===== src/rtl/exc_redirect_ctrl_pkg.sv =====
// Shared definitions for the write-back trap sequencer: FSM encoding,
// default exception vector and the layout of the bundled CP0 take bus.
package exc_redirect_ctrl_pkg;

    localparam logic [31:0] EXC_VEC_DEFAULT = 32'hbfc00380;

    // One bit per CP0 take pulse; exactly one is set in an event cycle.
    localparam int EXC_CTRL_BUS_WD = 3;
    localparam int TAKE_INT        = 2;
    localparam int TAKE_EXC        = 1;
    localparam int TAKE_ERET       = 0;

    typedef enum logic [1:0] {
        ST_IDLE     = 2'd0,
        ST_FLUSH    = 2'd1,
        ST_REDIRECT = 2'd2
    } exc_state_t;

endpackage


===== src/rtl/exc_redirect_ctrl.sv =====
// Trap sequencer at the write-back boundary: flushes the pipeline, pulses
// the CP0 take lines and holds a PC redirect until pre-IF accepts it.
module exc_redirect_ctrl
    import exc_redirect_ctrl_pkg::*;
#(
    parameter logic [31:0] EXC_VEC      = EXC_VEC_DEFAULT,
    parameter int          FLUSH_CYCLES = 1
) (
    input  logic        clk,
    input  logic        reset,
    input  logic        ws_valid,
    input  logic        ws_exc_sys,
    input  logic        ws_eret,
    input  logic [31:0] ws_pc,
    input  logic [31:0] cp0_epc,
    input  logic        cp0_int_pending,
    output logic        flush,
    output logic        cp0_int_take,
    output logic        cp0_exc_take,
    output logic        cp0_eret_take,
    output logic        fetch_hold,
    output logic        redirect_valid,
    output logic [31:0] redirect_pc,
    input  logic        redirect_ready,
    output logic        busy,
    output logic [1:0]  dbg_state
);

    generate
        if (FLUSH_CYCLES < 1 || FLUSH_CYCLES > 15) begin : g_bad_flush_cycles
            $error("exc_redirect_ctrl: FLUSH_CYCLES must be in 1..15");
        end
    endgenerate

    localparam logic [3:0] FLUSH_INIT = 4'(FLUSH_CYCLES - 1);

    exc_state_t                 state;
    logic [3:0]                 flush_cnt;
    logic                       event_hit;
    logic [EXC_CTRL_BUS_WD-1:0] take_bus;

    // ws_pc is consumed by CP0 directly (EPC<=ws_pc on a take pulse).
    logic unused_ws_pc;
    assign unused_ws_pc = ^ws_pc;

    assign event_hit = !reset && (state == ST_IDLE) && ws_valid
                       && (cp0_int_pending || ws_exc_sys || ws_eret);

    // Priority: interrupt over SYSCALL over ERET.
    always_comb begin
        take_bus = '0;
        if (event_hit) begin
            if (cp0_int_pending)  take_bus[TAKE_INT]  = 1'b1;
            else if (ws_exc_sys)  take_bus[TAKE_EXC]  = 1'b1;
            else                  take_bus[TAKE_ERET] = 1'b1;
        end
    end

    assign cp0_int_take  = take_bus[TAKE_INT];
    assign cp0_exc_take  = take_bus[TAKE_EXC];
    assign cp0_eret_take = take_bus[TAKE_ERET];
    assign flush         = event_hit || (state == ST_FLUSH);
    assign busy          = (state != ST_IDLE);
    assign dbg_state     = state;

    // Redirect handshake: redirect_valid stays high with redirect_pc stable
    // until a cycle where redirect_ready is also high; that cycle is the
    // transfer. redirect_ready while redirect_valid is low is ignored.
    always_ff @(posedge clk) begin
        if (reset) begin
            state          <= ST_IDLE;
            flush_cnt      <= 4'd0;
            redirect_pc    <= 32'd0;
            fetch_hold     <= 1'b0;
            redirect_valid <= 1'b0;
        end else begin
            case (state)
                ST_IDLE: begin
                    if (event_hit) begin
                        redirect_pc <= take_bus[TAKE_ERET] ? cp0_epc : EXC_VEC;
                        fetch_hold  <= 1'b1;
                        if (FLUSH_CYCLES > 1) begin
                            state     <= ST_FLUSH;
                            flush_cnt <= FLUSH_INIT;
                        end else begin
                            state          <= ST_REDIRECT;
                            redirect_valid <= 1'b1;
                        end
                    end
                end
                ST_FLUSH: begin
                    flush_cnt <= flush_cnt - 4'd1;
                    if (flush_cnt == 4'd1) begin
                        state          <= ST_REDIRECT;
                        redirect_valid <= 1'b1;
                    end
                end
                ST_REDIRECT: begin
                    if (redirect_ready) begin
                        state          <= ST_IDLE;
                        redirect_valid <= 1'b0;
                        fetch_hold     <= 1'b0;
                    end
                end
                default: begin
                    state          <= ST_IDLE;
                    redirect_valid <= 1'b0;
                    fetch_hold     <= 1'b0;
                end
            endcase
        end
    end

endmodule


===== config.mk =====
export PLATFORM = sky130hd
export DESIGN_NAME = exc_redirect_ctrl
export DESIGN_NICKNAME = d
export VERILOG_FILES = /design/src/rtl/exc_redirect_ctrl_pkg.sv /design/src/rtl/exc_redirect_ctrl.sv
export SDC_FILE = /design/constraint.sdc
export NUM_CORES = 1
export LEC_CHECK = 0
export ABC_CLOCK_PERIOD_IN_PS = 1700
export BUFFER_PORTS_ARGS = -buffer_cell sky130_fd_sc_hd__buf_2
export CAP_MARGIN = 15
export CORE_UTILIZATION = 32
export DETAILED_ROUTE_END_ITERATION = 12
export PLACE_DENSITY = 0.83
export SKIP_CTS_REPAIR_TIMING = 1
export SYNTH_ARGS = -nofsm -noshare
export SYNTH_HDL_FRONTEND = slang
export SYNTH_SLANG_ARGS = --single-unit

===== constraint.sdc =====
create_clock -name clk -period 1.7 [get_ports clk]
set_clock_uncertainty 0.2 [all_clocks]
set_input_delay 0.17 -clock clk [delete_from_list [all_inputs] [get_ports clk]]
set_output_delay 0.17 -clock clk [all_outputs]
set_load 0.03 [all_outputs]

==> run metrics <==
Mapped Cells=91; Leakage=1.05 nW; drt pass-1 iters=4; first-pass GRT wire length=4210 µm; violated checks=negative setup slack; Synth Area in XOR/XNOR=0%; total negative slack=-3.55 ns; Final setup viols=32; status=complete, but fails checks; area delta synth->final=87.6%; number of diodes=0; H-tree depth=2; Tcrit/Tclk final=116%; Adder-Cell Fraction of Synth Area=0%; total count of hold-check failures in the final report=0; Overall Global Routing Usage=15.9%; min Tclk post-route=1.97 ns; number of max-cap violations=0; DRC=0; FF+latch count, synth=33; element type at the critical path start=flop; Post-Synth Simple-Gate Area=6.47%; setup ws final=-0.266 ns; Avg Inst Size Synth=12.5 µm²; share of cells above drive strength 1=52.1%; combinational family with the most area after synthesis=compound AO/OA/AOI/OAI gates; core area=3360 µm²; Port-buffer cells=78; CTS Root Cell=clkbuf_4; CP Capture Type=output port; vias in the first global route=940; Req. time, crit path=1.33 ns; R2R Path End=redirect_pc[25]; CTS buffer count=5; CP Launch Point=redirect_valid; Core Util, Final=63.7%; Layout Cells excl Fill=263; die width=61.7 µm; clock buffer depth=2; die area=3810 µm²; nets@finish=287; most common cell after layout, fill and taps aside=buf_2; PD cells=776 nW/µm²; post-DP HPWL=2060 µm; clk slew on worst S/H paths=0.11 ns; post-route ant nets=0; final instance area=2140 µm²; post-synthesis mux area share=0%; type of the worst min-delay path=input port to flop; critical path peak fanout=4; Net Count, Synth=162; CP arrival=1.60 ns; most frequent cells in the layout=74 x buf_2, 33 x dlygate4sd3_1, 32 x dfxtp_1, 20 x a22o_1, 14 x buf_4; Worst R2R Start=redirect_valid; Final GP Congestion=0.753; clock net sink count=33; Ys Warns=0; Slew Limit Fails=0; Initial Util=33.9%; Seq/Total Area, Yosys=57.9%; initial DRC count=22; DP Area=1650 µm²; Rows=21; Placed Cells=215; Worst Reg-to-Reg Cells=4; DR vias=1258; num ports=112; FMAX=0.509 GHz; worst hold endpoint=redirect_pc[8]; final wirelength=3690 µm; maximum VDD drop=363 µV; Worst-Skew Late Latency=0.33 ns; post-synthesis compound-gate area fraction=28.4%; CTS tree=done; initial antenna violation count=0; Synth Cell Area=1140 µm²; critical path class=flop to output port; Hold Path Origin=ws_exc_sys; wire length per cell=14.0 µm; Hold Crit Depth=4; number of distinct library cells after synthesis=18; largest net degree at the start of global routing=21; RSZ-0062 raised after global routing=yes; flop2flop setup slack=-0.20 ns; GR Overflow Total=0; die height=61.7 µm; Power, Total=1.66 mW; vias per cell=4.78
==> routing by layer <==
layer / share of wire, % / up-vias / track usage [%]
met4: 1.9 / 0 / 7.62
met2: 56 / 50 / 27.5
met3: 3.5 / 10 / 5.59
met1: 39 / 596 / 17.5
li1: - / 602 / -
met5: 0 / - / 0
==> area by class of cell <==
type                            count  area (µm²)
Inverter                            2        10.0
Timing Repair Buffer              129         905
Fill cell                         283        1220
Sequential cell                    33         664
Multi-Input combinational cell     45         445
Tap cell                           46        57.6
Clock buffer                        8        58.8
==> cell families after synthesis <==
family,after synthesis
AOI/OAI and AO/OA,34
buffers and inverters,14
DFF,33
other,1
and+or+nand+nor,9
==> synth_stat cells, drive strengths merged <==
cell    count  area share [%]
and3        2             1.1
or3         1            0.55
a31oi       1            0.55
dfxtp      33              58
buf         8             4.9
a22o       20              15
nor3b       1            0.66
inv         2            0.66
o21a        1            0.66
nor2        1            0.33
o221a      12              12
nor4b       1             1.3
and2        1            0.55
or3b        2             2.0
clkbuf      4             1.3
conb        1            0.33
==> worst max path at each step <==
stage / to / slack, ns / depth (start not counted)
floorplan: redirect_pc[23] / -0.1 / 4
global placement: redirect_pc[31] / -0.03 / 3
detailed placement: redirect_pc[27] / -0.06 / 3
CTS: cp0_eret_take / -0.36 / 4
global route: cp0_eret_take / -0.34 / 4
finish: cp0_eret_take / -0.27 / 4
==> flip-flops by register name (all words and copies together) (netlist names) <==
| register | flops |
|---|---|
| redirect_pc | 32 |
| redirect_valid | 1 |
==> critical path, stage by stage (launching register included) <==
cell and delay, ns:
dfxtp_4 0.36, or3b_4 0.40, nor4b_4 0.21, buf_4 0.17
buf_6 0.13
==> per-stage QoR <==
| step | hold WS (ns) | setup slack (ns) |
|---|---|---|
| 2_1_floorplan | 0.103 | -0.0995 |
| 3_3_place_gp | 0.185 | -0.0330 |
| 3_5_place_dp | 0.192 | -0.0639 |
| 4_1_cts | -0.166 | -0.356 |
| 5_1_grt | 0.213 | -0.340 |
| 6_report | 0.223 | -0.266 |
==> report_power, final <==
part           leakage [nW]  total [mW]  switching [mW]  internal, mW
Sequential            0.270       0.827          0.0195         0.808
Clock                0.0326       0.454           0.250         0.204
Combinational         0.742       0.380           0.193         0.187
Power figures use the tool's default switching activity.
